===== src/rtl/mem_arbiter_pkg.sv =====
// Shared definitions for the two-master picorv32 bus arbiter: FSM states,
// one-hot grant encodings and default timeout behaviour.
package mem_arbiter_pkg;

    // Arbiter ownership states
    typedef enum logic [1:0] {
        StIdle = 2'b00,
        StOwn0 = 2'b01,
        StOwn1 = 2'b10
    } arb_state_e;

    // One-hot grant encodings
    localparam logic [1:0] GRANT_NONE = 2'b00;
    localparam logic [1:0] GRANT_M0   = 2'b01;
    localparam logic [1:0] GRANT_M1   = 2'b10;

    // Default forced-completion behaviour
    localparam int unsigned DEFAULT_TIMEOUT  = 1000;
    localparam logic [31:0] DEFAULT_ERR_DATA = 32'hFFFF_FFFF;

    // Wait counter width and timeout event counter ceiling
    localparam int unsigned WAIT_W        = 16;
    localparam logic [7:0]  TMO_COUNT_MAX = 8'hFF;

endpackage


===== src/rtl/mem_arbiter.sv =====
// Two-master round-robin arbiter for the picorv32 native memory bus. One
// transfer at a time owns the shared slave bus; a stalled slave is forcibly
// completed with ERR_DATA after TIMEOUT granted cycles.
module mem_arbiter
    import mem_arbiter_pkg::*;
#(
    parameter int unsigned TIMEOUT  = DEFAULT_TIMEOUT,
    parameter logic [31:0] ERR_DATA = DEFAULT_ERR_DATA
) (
    input  logic        clk,
    input  logic        reset,
    // master 0
    input  logic        m0_valid,
    input  logic        m0_instr,
    input  logic [3:0]  m0_wstrb,
    input  logic [31:0] m0_wdata,
    input  logic [31:0] m0_addr,
    output logic        m0_ready,
    output logic [31:0] m0_rdata,
    // master 1
    input  logic        m1_valid,
    input  logic        m1_instr,
    input  logic [3:0]  m1_wstrb,
    input  logic [31:0] m1_wdata,
    input  logic [31:0] m1_addr,
    output logic        m1_ready,
    output logic [31:0] m1_rdata,
    // shared slave bus
    output logic        s_valid,
    output logic        s_instr,
    output logic [3:0]  s_wstrb,
    output logic [31:0] s_wdata,
    output logic [31:0] s_addr,
    input  logic        s_ready,
    input  logic [31:0] s_rdata,
    // status
    output logic [1:0]  grant,
    output logic        timeout_flag,
    output logic [7:0]  timeout_count
);

    // Counter value seen in the last allowed granted cycle
    localparam logic [WAIT_W-1:0] WAIT_LAST = WAIT_W'(TIMEOUT - 1);

    arb_state_e        state_q;
    logic [1:0]        grant_q;
    logic [1:0]        last_grant_q;
    logic [WAIT_W-1:0] wait_cnt_q;
    logic              timeout_flag_q;
    logic [7:0]        timeout_count_q;

    logic own0;
    logic own1;
    logic own_valid;
    logic done_ok;
    logic tmo_hit;

    // Decode the current owner and its completion conditions; reset masks ownership.
    always_comb begin
        own0      = (state_q == StOwn0) && !reset;
        own1      = (state_q == StOwn1) && !reset;
        own_valid = (own0 && m0_valid) || (own1 && m1_valid);
        // Slave ready wins over a coincident timeout
        done_ok   = own_valid && s_ready;
        tmo_hit   = own_valid && !s_ready && (wait_cnt_q == WAIT_LAST);
    end

    // Forward the owner's request to the slave bus; zeros when nobody owns it.
    always_comb begin
        s_valid = own_valid && !tmo_hit;
        s_instr = 1'b0;
        s_wstrb = '0;
        s_wdata = '0;
        s_addr  = '0;
        if (own0) begin
            s_instr = m0_instr;
            s_wstrb = m0_wstrb;
            s_wdata = m0_wdata;
            s_addr  = m0_addr;
        end else if (own1) begin
            s_instr = m1_instr;
            s_wstrb = m1_wstrb;
            s_wdata = m1_wdata;
            s_addr  = m1_addr;
        end
    end

    // Return path: owner sees the slave response directly, or ERR_DATA on timeout.
    always_comb begin
        m0_ready = own0 && (done_ok || tmo_hit);
        m1_ready = own1 && (done_ok || tmo_hit);
        m0_rdata = '0;
        m1_rdata = '0;
        if (own0) begin
            m0_rdata = tmo_hit ? ERR_DATA : s_rdata;
        end
        if (own1) begin
            m1_rdata = tmo_hit ? ERR_DATA : s_rdata;
        end
    end

    // Arbitration FSM with registered grant, wait counter and timeout bookkeeping.
    always_ff @(posedge clk) begin
        if (reset) begin
            state_q         <= StIdle;
            grant_q         <= GRANT_NONE;
            last_grant_q    <= GRANT_M1;
            wait_cnt_q      <= '0;
            timeout_flag_q  <= 1'b0;
            timeout_count_q <= '0;
        end else begin
            unique case (state_q)
                StIdle: begin
                    wait_cnt_q <= '0;
                    if (m0_valid && (!m1_valid || last_grant_q == GRANT_M1)) begin
                        state_q <= StOwn0;
                        grant_q <= GRANT_M0;
                    end else if (m1_valid) begin
                        state_q <= StOwn1;
                        grant_q <= GRANT_M1;
                    end
                end
                StOwn0, StOwn1: begin
                    if (!own_valid) begin
                        // Master abandoned its request: drop it without a handshake
                        state_q <= StIdle;
                        grant_q <= GRANT_NONE;
                    end else if (done_ok || tmo_hit) begin
                        state_q      <= StIdle;
                        grant_q      <= GRANT_NONE;
                        last_grant_q <= grant_q;
                        if (tmo_hit) begin
                            timeout_flag_q <= 1'b1;
                            if (timeout_count_q != TMO_COUNT_MAX) begin
                                timeout_count_q <= timeout_count_q + 8'd1;
                            end
                        end
                    end else begin
                        wait_cnt_q <= wait_cnt_q + 1'b1;
                    end
                end
                default: begin
                    state_q <= StIdle;
                    grant_q <= GRANT_NONE;
                end
            endcase
        end
    end

    assign grant         = grant_q;
    assign timeout_flag  = timeout_flag_q;
    assign timeout_count = timeout_count_q;

endmodule


===== config.mk =====
export PLATFORM = sky130hd
export DESIGN_NAME = mem_arbiter
export DESIGN_NICKNAME = d
export VERILOG_FILES = /design/src/rtl/mem_arbiter_pkg.sv /design/src/rtl/mem_arbiter.sv
export SDC_FILE = /design/constraint.sdc
export NUM_CORES = 1
export LEC_CHECK = 0
export BUFFER_PORTS_ARGS = -buffer_cell sky130_fd_sc_hd__buf_2
export CAP_MARGIN = 20
export CORE_AREA = 3 3 124 126
export DETAILED_ROUTE_END_ITERATION = 12
export DIE_AREA = 0 0 127 129
export HOLD_SLACK_MARGIN = 0.12
export SLEW_MARGIN = 10
export SYNTH_ARGS = -nofsm -noshare
export SYNTH_HDL_FRONTEND = slang
export SYNTH_SLANG_ARGS = --single-unit
export TNS_END_PERCENT = 50

===== constraint.sdc =====
create_clock -name clk -period 2.65 [get_ports clk]
set_clock_uncertainty 0.1 [all_clocks]
set_input_delay 0.53 -clock clk [delete_from_list [all_inputs] [get_ports clk]]
set_output_delay 0.53 -clock clk [all_outputs]
set_load 0.02 [all_outputs]

==> results of run 1 <==
-- path summary, 6_finish.rpt --
kind	from	endpoint	slack, ps	depth (start not counted)
max	s_ready	m0_rdata[20]	-20	9
min	grant[1]	grant[1]	380	2
max reg2reg	wait_cnt_q[1]	grant[0]	370	9
min reg2reg	grant[1]	grant[1]	380	2
-- power by group through the flow --
stage,clock (uW),sequential [uW],combinational [uW]
after floorplan,0,456,301
after global placement,0,452,621
after detailed placement,0,452,621
after CTS,543,444,637
after global routing,563,443,713
final,533,443,664
-- layout make-up --
type / count / area share
sequential: 29 / 0.112
clock buffer: 8 / 0.0259
tap: 184 / 0.0437
multi-input combinational: 327 / 0.405
timing repair buffer: 363 / 0.409
inverter: 6 / 0.00427
-- cells in the mapped netlist, drive strengths merged, types with 4 or more instances --
library cell,count,area (um^2)
clkbuf,23,87.6
nand2b,5,31.3
nor3,8,45.0
and4,4,35.0
dfxtp,29,581
xnor2,5,43.8
nor2,121,454
a21oi,9,45.0
nand2,20,75.1
a22o,70,613
o21ai,21,105
ha,5,62.6
nand4,7,43.8
buf,10,55.1
nor4,4,37.5
nand3,14,70.1
o211ai,4,30.0
inv,6,22.5
-- critical path, stage by stage --
cell	delay (ps)
buf_8	100
nor4_4	280
nor4b_4	230
and4_4	290
buf_12	120
clkbuf_16	170
nor2_4	40
nor2_1	110
buf_4	160
-- through the flow --
stage                     utilization  cell area (um^2)  hold WS (ps)
after CTS                       0.344              4970           383
after detailed placement        0.324              4680           374
after global routing            0.365              5270           406
final                           0.365              5270           376
after floorplan                     -              2690           348
after global placement          0.324              4680           355
-- kinds of logic (layout without fill, tap and decap cells) --
logic type,Yosys count,after routing,synth area share
flip-flops,29,29,0.216
XOR/XNOR,6,6,0.0196
AO/OA/AOI/OAI,117,117,0.333
buffers and inverters,39,377,0.0615
AND/OR/NAND/NOR,197,197,0.339
multiplexers,2,2,0.00746
adder cells (fa/ha/maj),5,5,0.0233
-- placed cells by master (no fill, tap or decap), types with 2 or more instances in the layout --
cell type / n
nor3_1: 6
o211a_1: 2
nor2_4: 13
clkbuf_16: 6
nand3b_1: 2
or3_1: 3
a22o_1: 70
inv_1: 6
nor2_2: 13
nand4_1: 7
nor2b_1: 2
dfxtp_2: 4
o31ai_1: 3
o21ai_0: 20
a31oi_1: 2
ha_1: 3
buf_6: 6
nor4_1: 2
nand2_1: 19
xnor2_1: 5
o211ai_1: 4
buf_2: 275
nand3_1: 14
dfxtp_1: 24
a21oi_1: 9
mux2i_1: 2
and4_1: 3
nand2b_1: 5
buf_4: 75
nor2_1: 95
ha_2: 2
clkbuf_1: 3
buf_12: 4
-- sequential cells by signal, summed over array words and instances, names as in the netlist --
signal	cells
timeout_count	8
last_grant_q	2
wait_cnt_q	16
grant	2
timeout_flag	1
-- routing by layer --
metal,track usage,part of all wire
met2,0.289,0.49
met1,0.215,0.38
met5,0,0.0017
met4,0.0240,0.0061
met3,0.0710,0.12
-- repair_timing --
item                       in CTS  in global routing
resized for setup              39                 73
setup endpoints to repair      99                 68
gates cloned                    1                  1
pin swaps                       4                  5
hold buffers                    0                  0
setup buffers                   3                  4
==> flow_metrics.tcl, run 1 <==
set metrics [dict create \
    layout-drive-gt1-share 0.566 \
    vias 4423 \
    ios 322 \
    antenna_found_initial 2 \
    cp_data_required_time_ps 2020 \
    syn_to_final_growth_pct 96.2 \
    final_max_slew_viol_count 0 \
    regArea_um2 589 \
    drc 0 \
    die_h_um 129 \
    finalHoldViolations 0 \
    p_total_uw 1640 \
    nFillCells 1516 \
    tightest_slew_ps 482 \
    cts_buffer_depth 2 \
    hold_class "reg -> reg" \
    finalCritPeriodShare 1.01 \
    yosysUniqueCellTypes 42 \
    slew_headroom 0.676 \
    cp.arrival_ps 2040 \
    num_antenna_cells 0 \
    crit_path_max_fanout 8 \
    syn-instance-count 395 \
    numCtsBuffers 5 \
    synth_area_um2 2690 \
    synth_edf_count 0 \
    endpoint_kind "primary output" \
    nNetsFinal 912 \
    initial_utilization 0.186 \
    power_switching_share 0.341 \
    drt_wl_total_um 16200 \
    status "finished, violations left" \
    post-place-ws_ps 52.2 \
    setup_viol 3 \
    post_drt_wl_per_cell_um 17.7 \
    critPathKind "in -> out" \
    final_cells 917 \
    fp.dieArea_um2 16400 \
    grtUsageTotal 0.173 \
    fp.coreArea_um2 14400 \
    clockPowerShare 0.325 \
    async_reset_ff_frac 0 \
    dr.pass1.iters 5 \
    drt_iter0_drc 405 \
    multi_input_area_um2 2140 \
    synth_seq_area_share 0.216 \
    syn_nets 575 \
    row_count 44 \
    grt_pass1_wl_um 22000 \
    clk_pin_slew_ps 40 \
    synth_ff_type "dfxtp_1" \
    period_needed_ps 2670 \
    seqPwrFrac 0.270 \
    ant_nets 0 \
    combinationalPowerShare 0.405 \
    fin_setup_tns_ps -29.3 \
    p_int_uw 1080 \
    fmax_mhz 375 \
    portBuffers 321 \
    vdd_ir_drop_max_mv 0.175 \
    die_w_um 127 \
    p_leak_uw 0.00275 \
    power_switching_uw 558 \
    htree_num_levels 2 \
    dp_hpwl_um 13100 \
    cts.sinks 29 \
    syn_avg_cell_area_um2 6.80 \
    failed_checks "setup timing" \
    timing.final.ws_setup_ps -15.4 \
    placedCellCount 900 \
    critPathLaunchType "input port" \
    viasPerCell 4.82 \
    clk_latency_ps 270 \
    grt_max_degree 48 \
    yosysWarnings 0 \
    cap_violations 0 \
    gp_congestion 0.824 \
    grt_setup_unrepaired "yes" \
    cts_root_buf "clkbuf_16" \
    pwr_density_cell_nw_per_um2 311 \
    grt_pass1_vias 3913 \
    synth-seq-cells 29 \
    overflow 0 \
    cts_tree "done" \
]
Power figures use the tool's default switching activity.
==> run 2: changes to the inputs <==
==> constraint.sdc (replaced) <==
create_clock -name clk -period 3.1 [get_ports clk]
set_clock_uncertainty 0.1 [all_clocks]
set_input_delay 0.62 -clock clk [delete_from_list [all_inputs] [get_ports clk]]
set_output_delay 0.62 -clock clk [all_outputs]
set_load 0.02 [all_outputs]
==> run 2 against run 1 <==
The flow now finishes without violations. Hold slack better by 11 ps. Largest power group unchanged. Largest cell class is now multi-input combinational cells. Flip-flop and latch count stayed put. Critical path depth stayed put. Power is 18% lower. Die area stayed put. Global-route usage is 0.76 points lower.
==> flow_metrics.tcl, run 2 (same netlist as run 1, synthesis figures left out) <==
set metrics [dict create \
    endpoint_kind "primary output" \
    htree_num_levels 2 \
    die_h_um 129 \
    cts_buffer_depth 2 \
    portBuffers 321 \
    dp_hpwl_um 12600 \
    num_antenna_cells 0 \
    fp.dieArea_um2 16400 \
    rrSetupSlack_ps 910 \
    pwr_density_cell_nw_per_um2 287 \
    placedCellCount 881 \
    tightest_slew_ps 600 \
    critPathMaxStageDelay_ps 380 \
    clk_pin_slew_ps 50 \
    crit_path_max_fanout 33 \
    fp.coreArea_um2 14400 \
    status "finished, final reports clean" \
    grt_setup_unrepaired "no" \
    top_register "wait_cnt_q" \
    drt_wl_total_um 15200 \
    cp_data_required_time_ps 2380 \
    nNetsFinal 884 \
    fmax_mhz 337 \
    layout-drive-gt1-share 0.504 \
    drt_iter0_drc 344 \
    vias 4208 \
    crit_chain "inv_1 -> ha_1 -> a22oi_2 -> nor2_1 -> and4_1 -> buf_12 -> nor2_1 -> nor2_1 -> buf_2" \
    path_buf_inv 3 \
    fin_setup_tns_ps 0 \
    initial_utilization 0.186 \
    final_cells 889 \
    drc 0 \
    vdd_ir_drop_max_mv 0.190 \
    grt_max_degree 70 \
    cts_root_buf "clkbuf_16" \
    hold-worst-slack_ps 387 \
    slew_headroom 0.596 \
    cap_violations 0 \
    mostFrequentLayoutCell "buf_2" \
    final_max_slew_viol_count 0 \
    largest_reg_flops 16 \
    finalCoreUtilization 0.325 \
    setup_viol 0 \
    finalHoldViolations 0 \
    ant_nets 0 \
    finalCritPeriodShare 0.957 \
    numCtsBuffers 5 \
    viasPerCell 4.73 \
    cts.sinks 29 \
    antenna_found_initial 2 \
    postCtsSetupBuffers 0 \
    ios 322 \
    syn_to_final_growth_pct 74.7 \
    gp_congestion 0.845 \
    slowest_stage "dfxtp_1" \
    path_delay_family "simple AND/OR/NAND/NOR gates" \
    critPathKind "reg -> out" \
    p_leak_uw 0.00255 \
    die_w_um 127 \
    final_cell_mix "321 x buf_2, 120 x nor2_1, 70 x a22o_1" \
    crit_top_cell "nor2_1" \
    cts_tree "done" \
    clk_latency_ps 270 \
    row_count 44 \
    cp.arrival_ps 2250 \
    grtUsageTotal 0.165 \
    critPathLaunchType "flip-flop" \
    dr.pass1.iters 5 \
    nFillCells 1596 \
    grt_pass1_wl_um 21000 \
    p_total_uw 1350 \
    period_needed_ps 2970 \
    post_drt_wl_per_cell_um 17.1 \
    grt_pass1_vias 3648 \
    hold_class "reg -> reg" \
    overflow 0 \
]
==> run 2: timing repair <==
item	CTS	global route
pin swaps	0	1
resized for setup	1	3
hold buffers	0	0
setup endpoints to repair	4	44
==> run 2: routing by layer <==
layer	vias up	share of wire	GRT usage
met3	10	0.14	0.0739
li1	2047	-	-
met5	-	0.0022	0
met2	275	0.46	0.263
met1	1872	0.39	0.213
met4	4	0.0049	0.0208
==> run 2: metrics by stage <==
step	worst slack [ps]	cell area, um^2
CTS	109	4680
floorplan	472	2690
finish	135	4690
global route	12.1	4690
global placement	274	4540
detailed placement	230	4540
==> run 2: power breakdown <==
group          internal (uW)  leakage [uW]  switching, uW  total [uW]
clock                    294     0.0000706            161         455
sequential               376      0.000234           3.39         380
combinational            213       0.00225            299         513
==> run 2: area by class of cell <==
cell class / count / area, um^2 / share of cell area
multi-input combinational: 327 / 1970 / 0.420
timing repair buffer: 335 / 1750 / 0.373
sequential: 29 / 582 / 0.124
tap: 184 / 230 / 0.0491
clock buffer: 6 / 129 / 0.0275
inverter: 6 / 22.5 / 0.00480
clock inverter: 2 / 10.0 / 0.00213
==> run 2: worst reg2reg max path, cell delays in order (launching register included) <==
cell	delay [ps]
dfxtp_1	390
ha_2	260
and4bb_2	250
nand4_1	400
a21boi_1	320
buf_4	190
a21oi_1	50
o21ai_0	160
==> run 2: worst paths after layout <==
| path | startpoint | endpoint | cells past startpoint |
|---|---|---|---|
| max | grant[0] | m1_rdata[2] | 9 |
| min | timeout_flag | timeout_flag | 2 |
| max reg2reg | wait_cnt_q[1] | wait_cnt_q[13] | 7 |
| min reg2reg | timeout_flag | timeout_flag | 2 |
==> run 3: changes to the inputs <==
--- a/config.mk
+++ b/config.mk
@@ -11,8 +11,9 @@
 export DETAILED_ROUTE_END_ITERATION = 12
 export DIE_AREA = 0 0 127 129
 export HOLD_SLACK_MARGIN = 0.12
+export MAX_ROUTING_LAYER = met4
 export SLEW_MARGIN = 10
 export SYNTH_ARGS = -nofsm -noshare
 export SYNTH_HDL_FRONTEND = slang
 export SYNTH_SLANG_ARGS = --single-unit
-export TNS_END_PERCENT = 50
+export TNS_END_PERCENT = 20
==> run 3 against run 2 <==
Utilization about the same. Clock power about the same. Global-route usage increased by 0.48 points. Cell count up 0.11%.
==> flow_metrics.tcl, run 3 (same netlist as run 1, synthesis figures left out) <==
set metrics [dict create \
    status "finished, final reports clean" \
    drt_wl_total_um 15200 \
    cts_root_buf "clkbuf_16" \
    final_cell_mix "321 x buf_2, 120 x nor2_1, 70 x a22o_1" \
    finalCritPeriodShare 0.955 \
    antenna_found_initial 2 \
    ant_nets 0 \
    grt_setup_unrepaired "no" \
    htree_num_levels 2 \
    crit_top_cell "nor2_1" \
    clk_latency_ps 270 \
    fp.coreArea_um2 14400 \
    gp_congestion 0.859 \
    tightest_slew_ps 558 \
    layout-drive-gt1-share 0.504 \
    p_total_uw 1350 \
    crit_chain "inv_1 -> ha_1 -> a22oi_2 -> nor2_1 -> and4_1 -> buf_12 -> nor2_1 -> nor2_1 -> buf_2" \
    final_max_slew_viol_count 0 \
    die_w_um 127 \
    finalHoldViolations 0 \
    fin_setup_tns_ps 0 \
    grt_max_degree 70 \
    slowest_stage "dfxtp_1" \
    post_drt_wl_per_cell_um 17.1 \
    cp.arrival_ps 2240 \
    multi_input_area_um2 1970 \
    portBuffers 321 \
    drc 0 \
    cp_data_required_time_ps 2380 \
    overflow 0 \
    dr.pass1.iters 4 \
    postCtsSetupBuffers 0 \
    row_count 44 \
    regArea_um2 582 \
    grt_pass1_wl_um 21000 \
    setup_viol 0 \
    top_register "wait_cnt_q" \
    clk_pin_slew_ps 50 \
    fp.dieArea_um2 16400 \
    hold_buffers 0 \
    dp_hpwl_um 12600 \
    die_h_um 129 \
    nNetsFinal 884 \
    vdd_ir_drop_max_mv 0.189 \
    nFillCells 1595 \
    grtUsageTotal 0.170 \
    syn_to_final_growth_pct 74.8 \
    p_leak_uw 0.00255 \
    cts_buffer_depth 2 \
    pwr_density_cell_nw_per_um2 287 \
    viasPerCell 4.73 \
    largest_reg_flops 16 \
    cts.sinks 29 \
    hold_class "reg -> reg" \
    critPathMaxStageDelay_ps 380 \
    fmax_mhz 338 \
    vias 4206 \
    numCtsBuffers 5 \
    slew_headroom 0.624 \
    mostFrequentLayoutCell "buf_2" \
    endpoint_kind "primary output" \
    cts_tree "done" \
    critPathLaunchType "flip-flop" \
    initial_utilization 0.186 \
    grt_pass1_vias 3653 \
    period_needed_ps 2960 \
    drt_iter0_drc 314 \
    crit_path_max_fanout 33 \
    critPathKind "reg -> out" \
    cap_violations 0 \
    ios 322 \
]
==> run 3: cell count changes in the layout (fill, tap and decap cells not counted) <==
cell     before  now
diode_2       0    1
==> run 3: final timing paths <==
check	startpoint	endpoint	slack (ps)	cells after the start
min reg2reg	timeout_flag	timeout_flag	390	2
min	timeout_flag	timeout_flag	390	2
max	grant[0]	m1_rdata[2]	140	9
max reg2reg	wait_cnt_q[1]	wait_cnt_q[13]	910	7
==> run 3: layout make-up <==
cell class	count	share of cell area
clock buffer	6	0.0275
sequential	29	0.124
clock inverter	2	0.00213
multi-input combinational	327	0.419
antenna	1	0.000533
tap	184	0.0491
timing repair buffer	335	0.373
inverter	6	0.00480
==> run 3: timing repair <==
item	in CTS	in global routing
endpoints found under the hold margin	0	0
setup endpoints to repair	4	43
resized for setup	1	3
pin swaps	0	1
==> run 3: per-stage QoR <==
step / setup WS [ps] / util / area [um^2] / cells / hold slack (ps)
3_5_place_dp: 230 / 0.315 / 4540 / 881 / 377
2_1_floorplan: 472 / - / 2690 / 395 / 348
6_report: 138 / 0.325 / 4690 / 890 / 387
4_1_cts: 109 / 0.325 / 4680 / 889 / 392
5_1_grt: 13.2 / 0.325 / 4690 / 890 / 422
3_3_place_gp: 274 / 0.315 / 4540 / 881 / 355
==> run 3: per-layer routing <==
metal	routed length, um	vias up	global-route usage
met5	0	-	-
met4	73	0	0.0221
met3	1990	6	0.0614
met2	6980	279	0.262
met1	6140	1872	0.220
li1	-	2049	-
==> run 3: where the power goes <==
part	internal, uW	switching [uW]	leakage, uW
clock network	294	162	0.0000706
registers	376	3.52	0.000234
logic	213	299	0.00225
total	883	465	0.00255
==> run 3: critical path: cells and delay by family (launching register included) <==
kind,cells,cell delay (ps)
AND/OR/NAND/NOR,4,610
buffers and inverters,3,430
flip-flops,1,380
AO/OA/AOI/OAI,1,290
adder cells (fa/ha/maj),1,250
